<file path="src/rtl/ex_mem_pkg.sv">
// ex_mem_pkg: shared constants and types for the EX/MEM pipeline stage.
// Control vectors are declared [0:CTRL_W-1], so bit 0 is the MSB.
package ex_mem_pkg;

  // Default widths for the stage parameters
  localparam int DATA_W_DEF = 32;
  localparam int RD_W_DEF   = 5;
  localparam int CTRL_W_DEF = 9;
  localparam int CNT_W_DEF  = 16;

  // Control vector bit positions (ascending index, bit 0 = MSB)
  localparam int MEMREAD_BIT  = 2;
  localparam int MEMWRITE_BIT = 4;
  localparam int REGWRITE_BIT = 6;
  localparam int WORD_BIT     = 8;

  // Decoded strobe bundle layout
  localparam int STRB_COUNT    = 4;
  localparam int STRB_MEMREAD  = 3;
  localparam int STRB_MEMWRITE = 2;
  localparam int STRB_REGWRITE = 1;
  localparam int STRB_WORD     = 0;

  // Entry layout at the default widths
  typedef struct packed {
    logic [DATA_W_DEF-1:0] result;
    logic [DATA_W_DEF-1:0] store_data;
    logic [RD_W_DEF-1:0]   rd;
    logic [0:CTRL_W_DEF-1] ctrl;
  } ex_mem_entry_t;

endpackage

</file>
<file path="src/rtl/ex_mem_skid.sv">
// ex_mem_skid: main + skid entry pair with a registered ready.
// The skid entry catches one input while the main entry is stalled.
// Strobe bits are cleared whenever their entry becomes invalid.
// Data bits of an invalid entry keep their old value.
module ex_mem_skid
  import ex_mem_pkg::*;
#(
  parameter int ENTRY_W = 1,
  parameter int STRB_W  = STRB_COUNT
) (
  input  logic               clock,
  input  logic               reset_n,
  input  logic               flush,
  input  logic               in_valid,
  output logic               in_ready,
  input  logic [ENTRY_W-1:0] in_data,
  input  logic [STRB_W-1:0]  in_strb,
  output logic               out_valid,
  input  logic               out_ready,
  output logic [ENTRY_W-1:0] out_data,
  output logic [STRB_W-1:0]  out_strb
);

  logic               main_valid_r, main_valid_s;
  logic [ENTRY_W-1:0] main_data_r,  main_data_s;
  logic [STRB_W-1:0]  main_strb_r,  main_strb_s;
  logic               skid_valid_r, skid_valid_s;
  logic [ENTRY_W-1:0] skid_data_r,  skid_data_s;
  logic [STRB_W-1:0]  skid_strb_r,  skid_strb_s;
  logic               accept_s;
  logic               main_free_s;

  // Next-state for both entries: flush first, then drain/refill, then skid capture
  always_comb begin
    main_valid_s = main_valid_r;
    main_data_s  = main_data_r;
    main_strb_s  = main_strb_r;
    skid_valid_s = skid_valid_r;
    skid_data_s  = skid_data_r;
    skid_strb_s  = skid_strb_r;
    accept_s     = in_valid && !skid_valid_r;
    main_free_s  = !main_valid_r || out_ready;
    if (flush) begin
      main_valid_s = 1'b0;
      main_strb_s  = {STRB_W{1'b0}};
      skid_valid_s = 1'b0;
      skid_strb_s  = {STRB_W{1'b0}};
    end else if (main_free_s) begin
      if (skid_valid_r) begin
        // Skid moves up; a same-cycle input refills the skid slot
        main_valid_s = 1'b1;
        main_data_s  = skid_data_r;
        main_strb_s  = skid_strb_r;
        skid_valid_s = accept_s;
        if (accept_s) begin
          skid_data_s = in_data;
          skid_strb_s = in_strb;
        end else begin
          skid_strb_s = {STRB_W{1'b0}};
        end
      end else if (accept_s) begin
        main_valid_s = 1'b1;
        main_data_s  = in_data;
        main_strb_s  = in_strb;
      end else begin
        main_valid_s = 1'b0;
        main_strb_s  = {STRB_W{1'b0}};
      end
    end else if (accept_s) begin
      // Main is stalled: park the incoming entry in the skid slot
      skid_valid_s = 1'b1;
      skid_data_s  = in_data;
      skid_strb_s  = in_strb;
    end else begin
      skid_valid_s = skid_valid_r;
    end
  end

  // Entry registers with asynchronous clear
  always_ff @(posedge clock or negedge reset_n) begin
    if (!reset_n) begin
      main_valid_r <= 1'b0;
      main_data_r  <= {ENTRY_W{1'b0}};
      main_strb_r  <= {STRB_W{1'b0}};
      skid_valid_r <= 1'b0;
      skid_data_r  <= {ENTRY_W{1'b0}};
      skid_strb_r  <= {STRB_W{1'b0}};
    end else begin
      main_valid_r <= main_valid_s;
      main_data_r  <= main_data_s;
      main_strb_r  <= main_strb_s;
      skid_valid_r <= skid_valid_s;
      skid_data_r  <= skid_data_s;
      skid_strb_r  <= skid_strb_s;
    end
  end

  assign in_ready  = !skid_valid_r;
  assign out_valid = main_valid_r;
  assign out_data  = main_data_r;
  assign out_strb  = main_strb_r;

endmodule

</file>
<file path="src/rtl/ex_mem_pipe.sv">
// ex_mem_pipe: EX/MEM pipeline stage with valid/ready flow control,
// synchronous flush, registered memory/writeback strobes and a
// saturating stall counter.
// Build option: define EX_MEM_SKID_EN for a two-entry buffer with a
// registered inReady; otherwise a single entry with combinational inReady.
module ex_mem_pipe
  import ex_mem_pkg::*;
#(
  parameter int DATA_W = DATA_W_DEF,
  parameter int RD_W   = RD_W_DEF,
  parameter int CTRL_W = CTRL_W_DEF,
  parameter int CNT_W  = CNT_W_DEF
) (
  input  logic              clock,
  input  logic              reset_n,
  input  logic              inValid,
  output logic              inReady,
  input  logic [DATA_W-1:0] inResult,
  input  logic [DATA_W-1:0] inReadRegister2,
  input  logic [RD_W-1:0]   inRd,
  input  logic [0:CTRL_W-1] inControlBits,
  input  logic              flush,
  output logic              outValid,
  input  logic              outReady,
  output logic [DATA_W-1:0] outResult,
  output logic [DATA_W-1:0] outReadRegister2,
  output logic [RD_W-1:0]   outRd,
  output logic [0:CTRL_W-1] outControlBits,
  output logic              outMemRead,
  output logic              outMemWrite,
  output logic              outRegWrite,
  output logic              outWord,
  output logic [CNT_W-1:0]  stallCount
);

  typedef struct packed {
    logic [DATA_W-1:0] result;
    logic [DATA_W-1:0] store_data;
    logic [RD_W-1:0]   rd;
    logic [0:CTRL_W-1] ctrl;
  } entry_t;

  localparam int ENTRY_W = $bits(entry_t);
  localparam logic [CNT_W-1:0] CNT_ONE = {{(CNT_W-1){1'b0}}, 1'b1};
  localparam logic [CNT_W-1:0] CNT_MAX = {CNT_W{1'b1}};

  // Pull the memory/writeback strobes out of the control vector
  function automatic logic [STRB_COUNT-1:0] decode_strobes(input logic [0:CTRL_W-1] ctrl);
    logic [STRB_COUNT-1:0] strb;
    strb                = {STRB_COUNT{1'b0}};
    strb[STRB_MEMREAD]  = ctrl[MEMREAD_BIT];
    strb[STRB_MEMWRITE] = ctrl[MEMWRITE_BIT];
    strb[STRB_REGWRITE] = ctrl[REGWRITE_BIT];
    strb[STRB_WORD]     = ctrl[WORD_BIT];
    return strb;
  endfunction

  entry_t                in_entry_s;
  entry_t                out_entry_s;
  logic [ENTRY_W-1:0]    in_data_s;
  logic [ENTRY_W-1:0]    out_data_s;
  logic [STRB_COUNT-1:0] in_strb_s;
  logic [STRB_COUNT-1:0] out_strb_s;
  logic                  out_valid_s;
  logic                  in_ready_s;
  logic [CNT_W-1:0]      stall_cnt_r;

  // Pack incoming fields and decode their strobes
  always_comb begin
    in_entry_s.result     = inResult;
    in_entry_s.store_data = inReadRegister2;
    in_entry_s.rd         = inRd;
    in_entry_s.ctrl       = inControlBits;
    in_data_s             = in_entry_s;
    in_strb_s             = decode_strobes(inControlBits);
  end

`ifdef EX_MEM_SKID_EN
  ex_mem_skid #(
    .ENTRY_W(ENTRY_W),
    .STRB_W (STRB_COUNT)
  ) u_skid (
    .clock    (clock),
    .reset_n  (reset_n),
    .flush    (flush),
    .in_valid (inValid),
    .in_ready (in_ready_s),
    .in_data  (in_data_s),
    .in_strb  (in_strb_s),
    .out_valid(out_valid_s),
    .out_ready(outReady),
    .out_data (out_data_s),
    .out_strb (out_strb_s)
  );
`else
  logic                  out_valid_r;
  logic [ENTRY_W-1:0]    out_data_r;
  logic [STRB_COUNT-1:0] out_strb_r;

  assign in_ready_s = !out_valid_r || outReady;

  // Single holding entry: flush kills, otherwise load whenever the stage can accept
  always_ff @(posedge clock or negedge reset_n) begin
    if (!reset_n) begin
      out_valid_r <= 1'b0;
      out_data_r  <= {ENTRY_W{1'b0}};
      out_strb_r  <= {STRB_COUNT{1'b0}};
    end else if (flush) begin
      out_valid_r <= 1'b0;
      out_strb_r  <= {STRB_COUNT{1'b0}};
    end else if (in_ready_s) begin
      out_valid_r <= inValid;
      if (inValid) begin
        out_data_r <= in_data_s;
        out_strb_r <= in_strb_s;
      end else begin
        out_strb_r <= {STRB_COUNT{1'b0}};
      end
    end else begin
      out_valid_r <= out_valid_r;
    end
  end

  assign out_valid_s = out_valid_r;
  assign out_data_s  = out_data_r;
  assign out_strb_s  = out_strb_r;
`endif

  // Saturating count of cycles the held entry waits on the memory stage
  always_ff @(posedge clock or negedge reset_n) begin
    if (!reset_n) begin
      stall_cnt_r <= {CNT_W{1'b0}};
    end else if (out_valid_s && !outReady && (stall_cnt_r != CNT_MAX)) begin
      stall_cnt_r <= stall_cnt_r + CNT_ONE;
    end else begin
      stall_cnt_r <= stall_cnt_r;
    end
  end

  assign out_entry_s      = entry_t'(out_data_s);
  assign inReady          = in_ready_s;
  assign outValid         = out_valid_s;
  assign outResult        = out_entry_s.result;
  assign outReadRegister2 = out_entry_s.store_data;
  assign outRd            = out_entry_s.rd;
  assign outControlBits   = out_entry_s.ctrl;
  assign outMemRead       = out_strb_s[STRB_MEMREAD];
  assign outMemWrite      = out_strb_s[STRB_MEMWRITE];
  assign outRegWrite      = out_strb_s[STRB_REGWRITE];
  assign outWord          = out_strb_s[STRB_WORD];
  assign stallCount       = stall_cnt_r;

endmodule

</file>
<file path="config.mk">
export PLATFORM = sky130hd
export DESIGN_NAME = ex_mem_pipe
export DESIGN_NICKNAME = d
export VERILOG_FILES = /design/src/rtl/ex_mem_pkg.sv /design/src/rtl/ex_mem_skid.sv /design/src/rtl/ex_mem_pipe.sv
export SDC_FILE = /design/constraint.sdc
export NUM_CORES = 1
export LEC_CHECK = 0
export CORE_AREA = 4 4 127 81
export DETAILED_ROUTE_END_ITERATION = 8
export DIE_AREA = 0 0 131 85
export PLACE_DENSITY = 0.81
export SLEW_MARGIN = 20
export SYNTH_ARGS = -nofsm -noshare
export SYNTH_HDL_FRONTEND = slang
export SYNTH_SLANG_ARGS = --single-unit
</file>
<file path="constraint.sdc">
create_clock -name clock -period 3.7 [get_ports clock]
set_clock_uncertainty 0.05 [all_clocks]
set_input_delay 0.37 -clock clock [delete_from_list [all_inputs] [get_ports clock]]
set_output_delay 0.37 -clock clock [all_outputs]
set_load 0.05 [all_outputs]
</file>
==> impl_summary.log, run 1 <==
[metrics] CTS sink cnt: 99
[metrics] number of buffer cells added on primary ports: 182
[metrics] mean cell area of the mapped netlist: 15.2 um2
[metrics] Cell Chain, Critical Path: clkdlybuf4s50_1 > nor2b_2 > inv_1 > clkdlybuf4s50_1
[metrics] number of max-cap violations: 0
[metrics] residual overflow from global routing: 0
[metrics] final-layout setup total negative slack: 0 ns
[metrics] synthesis-stage register bit count: 99
[metrics] detail-routed via count per cell: 4.90
[metrics] setup repair after global routing missed its margin: false
[metrics] clock group share of total power: 25.3%
[metrics] buffering stage count on the worst path with inverters included: 3
[metrics] arrival time at the worst endpoint: 2.18 ns
[metrics] detailed placer's ending HPWL: 7490 um
[metrics] floorplan die height: 85 um
[metrics] gate count after technology mapping: 257
[metrics] relative slew slack: 50.5%
[metrics] residual antenna-violating net count after detailed routing: 0
[metrics] final setup violation count: 0
[metrics] smallest setup slack after layout: 1.10 ns
[metrics] crit-path most repeated cell: clkdlybuf4s50_1
[metrics] Met3 Wirelength: 959 um
[metrics] most common cell in the netlist: dfrtp_1
[metrics] Synthesized Nets: 341
[metrics] top layer reached by signal wires: met4
[metrics] share of total power consumed by net switching: 37.1%
[metrics] Place WS: 1.12 ns
[metrics] final antenna diode count: 0
[metrics] critical path peak fanout: 11
[metrics] clock transition at the registers of the reported paths: 0.07 ns
[metrics] floorplan die width: 131 um
[metrics] Synth area leader: dfrtp_1
[metrics] power share of the sequential group: 37.6%
[metrics] top-level I/O count: 183
[metrics] initial drt markers: 108
[metrics] largest net degree at the start of global routing: 85
[metrics] Fill cells: 646
[metrics] Post-CTS Repair Setup Buffers: 0
[metrics] type of the worst setup path: input port to output pin
[metrics] required time of the critical path: 3.28 ns
[metrics] clock latency on the worst-skew pair: 0.34 ns
[metrics] Synth area leaders: dfrtp_1 (63%), mux2_2 (17%), mux2_1 (5.8%)
[metrics] aggregate global-route resource usage: 18.1%
[metrics] share of total power in combinational logic: 37.1%
[metrics] H-tree Lvls: 3
[metrics] achievable frequency: 385 MHz
[metrics] slowest cell delay on critical path: 0.77 ns
[metrics] area share of the largest cell type after synthesis: 63.3%
[metrics] Worst path slowest cell: clkdlybuf4s50_1
[metrics] met1 routed wirelength after detailed routing: 4000 um
[metrics] drt pass-1 iters: 4
[metrics] number of rows created at floorplan: 27
[metrics] Root Buffer Master: clkbuf_16
[metrics] family with the most delay on the worst path: buffers and inverters
[metrics] number of buffers created by CTS: 9
[metrics] clock tree from TritonCTS: yes
[metrics] kind of end point of the critical path: output pin
[metrics] fraction of final layout cells with drive strength greater than 1: 19.2%
[metrics] asr flop ratio synth: 100%
[metrics] Max Root-Sink Buffers: 2
[metrics] total die area: 11100 um2
[metrics] Int Pwr: 2.29 mW
[metrics] Tightest Hold Check Type: input port to asynchronous set/reset pin
[metrics] minimum clock period after layout: 2.60 ns
[metrics] transition at the pin with the smallest max-transition slack: 0.743 ns
[metrics] count of pins over their slew limit: 0
[metrics] Pleak: 2.55 nW
[metrics] Syn-to-layout area delta: 56.7%
[metrics] switching power: 1.35 mW
[metrics] number of antenna violations at the first check in global routing: 0
[metrics] maximum vdd drop: 0.355 mV
[metrics] number of endpoints with negative hold slack in the final report: 0
[metrics] sequential share of the synthesized area: 63.3%
[metrics] number of distinct library cells after synthesis: 29
[metrics] hold buffer count at cts: 0
[metrics] leading post-synthesis cells by instance count: dfrtp_1 (99), mux2_2 (59), mux2_1 (20)
[metrics] length of routed met2 wiring: 4820 um
[metrics] Core ar.: 9020 um2
[metrics] Initial Utilization: 43.4%
[metrics] global-route wire length before repair: 15500 um
[metrics] commonest register cell after synthesis: dfrtp_1
[metrics] via count of the first global-routing pass: 2994
[metrics] DRC viols: 0
[metrics] startpoint types: input port
[metrics] Gates resized, CTS repair: 0
[metrics] number of enable flip-flop cells after synthesis: 0
[metrics] vias: 2761
[metrics] run status: completed
[metrics] Yosys warnings: 0
[metrics] Power Dens Cells: 594 nW/um2
[metrics] count of nets after finishing: 527
[metrics] final period utilization: 70.1%
[metrics] final routed wire length divided by cell count: 17.6 um
[metrics] Post-Synthesis Cell Area: 3910 um2
[metrics] routed wire length: 9940 um
[metrics] Routability Congestion: 0.858
[power groups by stage]
stage | clock, mW | combinational [mW] | sequential (mW)
finish | 0.921 | 1.35 | 1.37
CTS | 0.956 | 1.36 | 1.37
global route | 1.01 | 1.41 | 1.40
detailed placement | 0 | 1.36 | 1.39
global placement | 0 | 1.34 | 1.38
floorplan | 0 | 0.204 | 2.00
[metal layers]
metal | vias to the layer above | GRT usage [%]
met1 | 1339 | 21.8
li1 | 1286 | -
met4 | 0 | 5.32
met2 | 124 | 29.8
met5 | - | 0
met3 | 12 | 7.36
[logic make-up (layout without fill, tap and decap cells)]
family,count (synthesis),in the layout,share of synthesized area (%)
and+or+nand+nor,46,46,7.42
adders and majority gates,1,1,0.320
xor gates and xnor gates,14,14,3.13
muxes,80,80,23.1
AOI/OAI and AO/OA,6,6,0.863
buffers and inverters,11,202,1.82
DFF,99,99,63.3
[state kept, by name, summed over array words and instances (netlist names)]
signal and count:
outValid 1, out_strb_r 4, out_data_r 78, stallCount 16
[metrics by stage]
step	hold slack (ns)	instance area, um2	power, mW	std cells	util, %
6_report	0.0315	6130	3.64	564	68.0
5_1_grt	0.0871	6130	3.81	564	68.0
4_1_cts	0.212	6130	3.69	564	67.9
3_5_place_dp	0.424	5830	2.75	548	64.7
3_3_place_gp	0.416	5830	2.72	548	64.7
2_1_floorplan	0.0244	3910	2.21	257	-
[worst reg2reg max path, delay by kind of cell (launching register included)]
kind,cells,cell delay (ns)
compound gates,1,0.22
flops,1,0.33
simple gates,2,0.77
buf+inv,1,0.28
xor+xnor,1,0.17
[area by class of cell]
| type | instances | area, um2 | share of cell area, % |
|---|---|---|---|
| clock inverters | 6 | 65.1 | 1.06 |
| well taps | 116 | 145 | 2.37 |
| inverters | 1 | 3.75 | 0.0612 |
| repair buffers | 185 | 1850 | 30.1 |
| multi-input cells | 147 | 1360 | 22.2 |
| flip-flops and latches | 99 | 2480 | 40.4 |
| clock buffers | 10 | 229 | 3.74 |
[placed cells by master, fill, tap and decap left out, types with 5 or more instances in the layout]
master / instances
clkbuf_16: 9
clkdlybuf4s50_1: 181
dfrtp_1: 99
mux2_1: 20
mux2_2: 59
nand2_1: 8
nand3_1: 12
nor2_1: 5
xnor2_1: 9
xor2_1: 5
[final timing paths]
check	startpoint	endpoint	slack, ns	cells past startpoint
max reg2reg	outValid	stallCount[10]	1.77	5
min reg2reg	out_data_r[38]	out_data_r[38]	0.44	1
max in group asynchronous	reset_n	out_data_r[52]	2.85	2
min in group clock	out_data_r[38]	out_data_r[38]	0.44	1
min	reset_n	out_data_r[0]	0.03	1
max	outReady	inReady	1.10	4
No activity file was read; power rests on OpenSTA's default activity.
==> run 2, diff against run 1 <==
--- a/config.mk
+++ b/config.mk
@@ -5,10 +5,10 @@
 export SDC_FILE = /design/constraint.sdc
 export NUM_CORES = 1
 export LEC_CHECK = 0
-export CORE_AREA = 4 4 127 81
+export CORE_AREA = 4 4 132 83
 export DETAILED_ROUTE_END_ITERATION = 8
-export DIE_AREA = 0 0 131 85
-export PLACE_DENSITY = 0.81
+export DIE_AREA = 0 0 136 87
+export PLACE_DENSITY = 0.77
 export SLEW_MARGIN = 20
 export SYNTH_ARGS = -nofsm -noshare
 export SYNTH_HDL_FRONTEND = slang
==> constraint.sdc (replaced) <==
create_clock -name clock -period 2.5 [get_ports clock]
set_clock_uncertainty 0.05 [all_clocks]
set_input_delay 0.25 -clock clock [delete_from_list [all_inputs] [get_ports clock]]
set_output_delay 0.25 -clock clock [all_outputs]
set_load 0.05 [all_outputs]
==> impl_summary.log, run 2 (synthesized netlist as in run 1, its figures left out) <==
[metrics] floorplan die height: 87 um (+2.4%)
[metrics] detailed placer's ending HPWL: 7350 um (-2.0%)
[metrics] clock latency on the worst-skew pair: 0.33 ns (about the same)
[metrics] Worst path slowest cell: clkdlybuf4s50_1
[metrics] Tightest Hold Check Type: input port to asynchronous set/reset pin
[metrics] smallest setup slack after layout: 0.532 ns (-0.572 ns)
[metrics] number of antenna violations at the first check in global routing: 0 (unchanged)
[metrics] Routability Congestion: 0.799 (-6.9%)
[metrics] clock transition at the registers of the reported paths: 0.07 ns (about the same)
[metrics] startpoint types: register
[metrics] setup repair after global routing missed its margin: false
[metrics] Initial Utilization: 40.3% (-3.1 points)
[metrics] DRC viols: 0 (unchanged)
[metrics] Fill cells: 764 (+18%)
[metrics] number of logic stages on the critical path including buffering: 1 (-3)
[metrics] Power Dens Cells: 881 nW/um2 (+48%)
[metrics] achievable frequency: 508 MHz
[metrics] worst setup slack for register-to-register paths: 0.63 ns (-1.14 ns)
[metrics] residual antenna-violating net count after detailed routing: 0 (unchanged)
[metrics] vias: 2759 (-0.072%)
[metrics] share of total power consumed by net switching: 36.4% (-0.68 points)
[metrics] Hold WS: 0.378 ns (+0.346 ns)
[metrics] minimum clock period after layout: 1.97 ns
[metrics] global-route wire length before repair: 15400 um (-0.81%)
[metrics] count of non-filler cells in the finished layout: 586 (+3.9%)
[metrics] Max Root-Sink Buffers: 2 (unchanged)
[metrics] transition at the pin with the smallest max-transition slack: 0.545 ns (-0.198 ns)
[metrics] Post-CTS Repair Setup Buffers: 0 (unchanged)
[metrics] floorplan die width: 136 um (+3.8%)
[metrics] Cell Chain, Critical Path: clkdlybuf4s50_1
[metrics] drt pass-1 iters: 4 (unchanged)
[metrics] initial drt markers: 114 (+5.6%)
[metrics] final routed wire length divided by cell count: 16.5 um (-6.5%)
[metrics] share of total power in combinational logic: 36.4% (-0.7 points)
[metrics] detail-routed via count per cell: 4.71 (-3.8%)
[metrics] H-tree Lvls: 3 (unchanged)
[metrics] number of buffer cells added on primary ports: 182 (unchanged)
[metrics] critical path peak fanout: 6 (-5)
[metrics] total power: 5.50 mW (+51%)
[metrics] aggregate global-route resource usage: 16.6% (-1.4 points)
[metrics] final design instance area without fill: 6240 um2 (+1.8%)
[metrics] via count of the first global-routing pass: 2915 (-2.6%)
[metrics] highest-count cells in the layout ignoring fill and taps: clkdlybuf4s50_1 (180), dfrtp_1 (99), mux2_2 (59)
[metrics] required time of the critical path: 2.20 ns (-1.08 ns)
[metrics] fraction of final layout cells with drive strength greater than 1: 20.0% (+0.76 points)
[metrics] largest net degree at the start of global routing: 42 (-51%)
[metrics] Syn-to-layout area delta: 59.4%
[metrics] register containing the most flip-flops in the final layout: out_data_r
[metrics] capturing point of the worst reg2reg path: stallCount[5]
[metrics] number of buffers created by CTS: 9 (unchanged)
[metrics] routed wire length: 9660 um (-2.8%)
[metrics] Worst Reg2Reg Path Length in Cells: 5 (unchanged)
[metrics] Core ar.: 9700 um2 (+7.6%)
[metrics] family with the most delay on the worst path: buffers and inverters
[metrics] area of placed instances: 5910 um2 (+1.4%)
[metrics] count of nets after finishing: 531 (+0.76%)
[metrics] run status: completed
[metrics] buffering stage count on the worst path with inverters included: 1 (-2)
[metrics] flip-flop count of the largest register, all copies and words added: 78 (unchanged)
[metrics] top-level I/O count: 183 (unchanged)
[metrics] relative slew slack: 63.6% (+13 points)
[metrics] most common cell after layout, fill and taps aside: clkdlybuf4s50_1
[metrics] residual overflow from global routing: 0 (unchanged)
[metrics] Placed Instances: 570 (+4.0%)
[metrics] final setup violation count: 0 (unchanged)
[metrics] total die area: 11800 um2 (+6.3%)
[metrics] maximum vdd drop: 0.643 mV (+81%)
[metrics] Place WS: 0.358 ns (-0.762 ns)
[metrics] kind of end point of the critical path: output pin
[metrics] Int Pwr: 3.49 mW (+53%)
[metrics] final antenna diode count: 0 (unchanged)
[metrics] CTS sink cnt: 99 (unchanged)
[metrics] Pleak: 2.59 nW (+1.5%)
[metrics] power share of the sequential group: 36.9% (-0.7 points)
[metrics] Gates resized, CTS repair: 0 (unchanged)
[metrics] type of the worst setup path: register to output pin
[metrics] utilization after layout: 64.3% (-3.7 points)
[metrics] final-layout setup total negative slack: 0 ns (unchanged)
[metrics] number of endpoints with negative hold slack in the final report: 0 (unchanged)
[metrics] switching power: 2.00 mW (+48%)
[metrics] slowest cell delay on critical path: 0.85 ns (+0.08 ns)
[metrics] Root Buffer Master: clkbuf_16
[metrics] final period utilization: 78.7%
[metrics] arrival time at the worst endpoint: 1.67 ns (-0.51 ns)
[metrics] startpoint of the worst-slack reg-to-reg timing path: outValid
[metrics] number of max-cap violations: 0 (unchanged)
[metrics] clock group share of total power: 26.6% (+1.3 points)
[metrics] number of rows created at floorplan: 28 (+3.7%)
[metrics] clock tree from TritonCTS: yes
[metrics] count of pins over their slew limit: 0 (unchanged)
==> run 2: changes by cell type in the layout (fill, tap and decap cells not counted) <==
cell,change
buf_4,+2
buf_6,-1
clkinv_2,-1
dlygate4sd3_1,+1
bufinv_16,+1
clkdlybuf4s50_1,-1
clkbuf_1,-1
buf_12,+3
==> run 2: cell type report <==
cell class | instances | area (um2) | share of cell area [%]
flip-flops and latches | 99 | 2480 | 39.7
repair buffers | 189 | 1910 | 30.6
multi-input cells | 147 | 1360 | 21.9
clock buffers | 9 | 225 | 3.61
well taps | 135 | 169 | 2.71
clock inverters | 6 | 90.1 | 1.44
inverters | 1 | 3.75 | 0.0602
==> run 2: how the worst max path moves through the flow <==
stage | from | to
floorplan | stallCount[0] | stallCount[1]
global placement | outReady | stallCount[15]
detailed placement | outReady | stallCount[15]
CTS | stallCount[8] | stallCount[8]
global route | stallCount[8] | stallCount[8]
finish | stallCount[8] | stallCount[8]
==> run 2: per-layer routing <==
layer | track usage (%) | up-vias | routed length [um]
met2 | 26.9 | 118 | 4430
met1 | 20.6 | 1342 | 4170
met4 | 5.58 | 0 | 129
met5 | 0 | - | 0
li1 | - | 1290 | -
met3 | 6.52 | 9 | 924
==> run 2: what timing repair did <==
item / CTS / global route
endpoints found under the setup margin: 0 / 0
endpoints found under the hold margin: 36 / 0
hold buffers: 1 / 0
==> run 2: power groups by stage <==
stage	registers, mW	clock network, mW	logic (mW)
after global routing	2.07	1.58	2.09
after global placement	2.05	0	2.00
after detailed placement	2.06	0	2.02
after floorplan	2.97	0	0.301
after CTS	2.03	1.51	2.02
final	2.03	1.46	2.00
==> run 3, diff against run 2 <==
--- a/config.mk
+++ b/config.mk
@@ -5,10 +5,10 @@
 export SDC_FILE = /design/constraint.sdc
 export NUM_CORES = 1
 export LEC_CHECK = 0
-export CORE_AREA = 4 4 132 83
+export CORE_AREA = 4 4 138 87
 export DETAILED_ROUTE_END_ITERATION = 8
-export DIE_AREA = 0 0 136 87
-export PLACE_DENSITY = 0.77
+export DIE_AREA = 0 0 142 91
+export PLACE_DENSITY = 0.73
 export SLEW_MARGIN = 20
 export SYNTH_ARGS = -nofsm -noshare
 export SYNTH_HDL_FRONTEND = slang
==> constraint.sdc (replaced) <==
create_clock -name clock -period 1.7 [get_ports clock]
set_clock_uncertainty 0.05 [all_clocks]
set_input_delay 0.17 -clock clock [delete_from_list [all_inputs] [get_ports clock]]
set_output_delay 0.17 -clock clock [all_outputs]
set_load 0.05 [all_outputs]
==> impl_summary.log, run 3 (synthesized netlist as in run 1, its figures left out) <==
[metrics] number of rows created at floorplan: 29 (+3.6%)
[metrics] number of logic stages on the critical path including buffering: 5 (+4)
[metrics] aggregate global-route resource usage: 15.8% (-0.84 points)
[metrics] count of non-filler cells in the finished layout: 608 (+3.8%)
[metrics] arrival time at the worst endpoint: 1.79 ns (+0.12 ns)
[metrics] number of buffers created by CTS: 9 (unchanged)
[metrics] register containing the most flip-flops in the final layout: out_data_r
[metrics] required time of the critical path: 1.86 ns (-0.34 ns)
[metrics] area of the multi-input gates: 1410 um2 (+3.1%)
[metrics] most common cell after layout, fill and taps aside: buf_4
[metrics] count of nets after finishing: 548 (+3.2%)
[metrics] crit-path most repeated cell: buf_12
[metrics] vias: 2828 (+2.5%)
[metrics] area of placed instances: 5910 um2 (-0.11%)
[metrics] CTS sink cnt: 99 (unchanged)
[metrics] kind of end point of the critical path: register
[metrics] routed wire length: 10200 um (+6.0%)
[metrics] Fill cells: 841 (+10%)
[metrics] initial drt markers: 64 (-44%)
[metrics] global-route track usage on met3: 8.61% (+2.1 points)
[metrics] clock transition at the registers of the reported paths: 0.07 ns (about the same)
[metrics] Root Buffer Master: clkbuf_16
[metrics] Pleak: 2.78 nW (+7.5%)
[metrics] number of antenna violations at the first check in global routing: 0 (unchanged)
[metrics] slowest cell delay on critical path: 0.40 ns (-0.45 ns)
[metrics] Initial Utilization: 37.1% (-3.3 points)
[metrics] final antenna diode count: 0 (unchanged)
[metrics] flip-flop count of the largest register, all copies and words added: 78 (unchanged)
[metrics] residual antenna-violating net count after detailed routing: 0 (unchanged)
[metrics] Max Root-Sink Buffers: 2 (unchanged)
[metrics] total die area: 12900 um2 (+9.2%)
[metrics] floorplan die height: 91 um (+4.6%)
[metrics] Cell Chain, Critical Path: nor2b_4 > nor3b_4 > buf_12 > buf_12 > mux2_1
[metrics] clock latency on the worst-skew pair: 0.33 ns (about the same)
[metrics] Sequential cell area: 2500 um2 (+0.86%)
[metrics] Worst Reg2Reg Path Length in Cells: 5 (unchanged)
[metrics] largest net degree at the start of global routing: 100 (+140%)
[metrics] drt pass-1 iters: 4 (unchanged)
[metrics] H-tree Lvls: 3 (unchanged)
[metrics] final routed wire length divided by cell count: 16.8 um (+2.1%)
[metrics] DRC viols: 0 (unchanged)
[metrics] count of pins over their slew limit: 0 (unchanged)
[metrics] Most Used Layer, Global Route: met2
[metrics] run status: completed
[metrics] Power Dens Cells: 1290 nW/um2 (+47%)
[metrics] final setup violation count: 0 (unchanged)
[metrics] setup repair after global routing missed its margin: true
[metrics] transition at the pin with the smallest max-transition slack: 0.572 ns (+0.0266 ns)
[metrics] Tightest Hold Check Type: input port to asynchronous set/reset pin
[metrics] number of max-cap violations: 0 (unchanged)
[metrics] detail-routed via count per cell: 4.65 (-1.2%)
[metrics] number of endpoints with negative hold slack in the final report: 0 (unchanged)
[metrics] type of the worst setup path: register to register
[metrics] detailed placer's ending HPWL: 7780 um (+5.9%)
[metrics] fraction of final layout cells with drive strength greater than 1: 48.2% (+28 points)
[metrics] top-level I/O count: 183 (unchanged)
[metrics] global-route track usage on met2: 24.5% (-2.4 points)
[metrics] achievable frequency: 610 MHz
[metrics] met1 track demand over resource: 19.5% (-1.1 points)
[metrics] number of buffer cells added on primary ports: 182 (unchanged)
[metrics] via count of the first global-routing pass: 3052 (+4.7%)
[metrics] Routability Congestion: 0.747 (-6.5%)
[metrics] minimum clock period after layout: 1.64 ns
[metrics] startpoint types: register
[metrics] maximum vdd drop: 0.972 mV (+51%)
[metrics] clock tree from TritonCTS: yes
[metrics] floorplan die width: 142 um (+4.4%)
[metrics] residual overflow from global routing: 0 (unchanged)
[metrics] Placed Instances: 591 (+3.7%)
[metrics] buffering stage count on the worst path with inverters included: 2 (+1)
[metrics] family with the most delay on the worst path: flip-flops
[metrics] final design instance area without fill: 6220 um2 (-0.30%)
[metrics] final period utilization: 96.4%
[metrics] Worst path slowest cell: dfrtp_2
[metrics] Syn-to-layout area delta: 59.0%
[metrics] global-route wire length before repair: 16200 um (+5.5%)
[metrics] relative slew slack: 61.9% (-1.7 points)
[metrics] utilization after layout: 58.9% (-5.4 points)
[metrics] highest-count cells in the layout ignoring fill and taps: buf_4 (115), dfrtp_1 (82), clkdlybuf4s50_1 (81)
[metrics] critical path peak fanout: 19 (+13)
[metrics] Core ar.: 10600 um2 (+8.8%)
## run 3: changes by cell type in the layout (fill, tap and decap cells not counted), sizes merged
cell / delta
buf: +113
clkdlybuf4s50: -99
clkbuf: +4
dlygate4sd2: +3
bufinv: -1
clkinv: -1
inv: -1
## run 3: final timing paths
path | start | endpoint | slack [ns]
max | outValid | out_data_r[50] | 0.06
min | reset_n | out_data_r[21] | 0.33
max reg2reg | outValid | out_data_r[50] | 0.06
min reg2reg | out_data_r[54] | out_data_r[54] | 0.44
max in group asynchronous | reset_n | outValid | 0.77
min in group clock | inReadRegister2[28] | out_data_r[42] | 0.39
## run 3: final cells by class
cell class | instances | share of cell area [%]
clock buffer | 13 | 4.18
clock inverter | 3 | 0.744
inverter | 1 | 0.0603
multi-input combinational | 147 | 22.6
sequential | 99 | 40.2
tap | 139 | 2.80
timing repair buffer | 206 | 29.4
## run 3: metrics by stage
stage	power (mW)	TNS (ns)	setup WS (ns)	hold WS [ns]
floorplan	4.87	-7.23	-0.128	-0.176
global placement	5.99	-9.31	-0.137	0.216
detailed placement	6.04	-10.39	-0.168	0.224
CTS	8.15	0	0.0390	0.376
global route	8.36	-0.00318	-0.00318	0.382
finish	8.03	0	0.0619	0.326
## run 3: layer usage
metal  part of all wire (%)  up-vias
met5                      0        -
met2                     46      116
met4                   0.80        0
met3                     11        8
met1                     41     1388
li1                       -     1316
## run 3: worst min-delay path, cell delays in order
cell and delay, ns:
dlygate4sd3_1 0.52, buf_4 0.11, buf_12 0.36
## run 3: repair_timing
item / 4_1_cts / 5_1_grt
hold endpoints to repair: 99 / 0
setup endpoints to repair: 3 / 3
gates resized for setup: 3 / 0
pin swaps: 0 / 1
hold buffers: 1 / 0
buffers inserted: 0 / 0
## run 3: power breakdown
group          switching [mW]  internal, mW
clock network           0.844          1.23
registers               0.246          2.75
logic                    1.89          1.08
total                    2.98          5.05
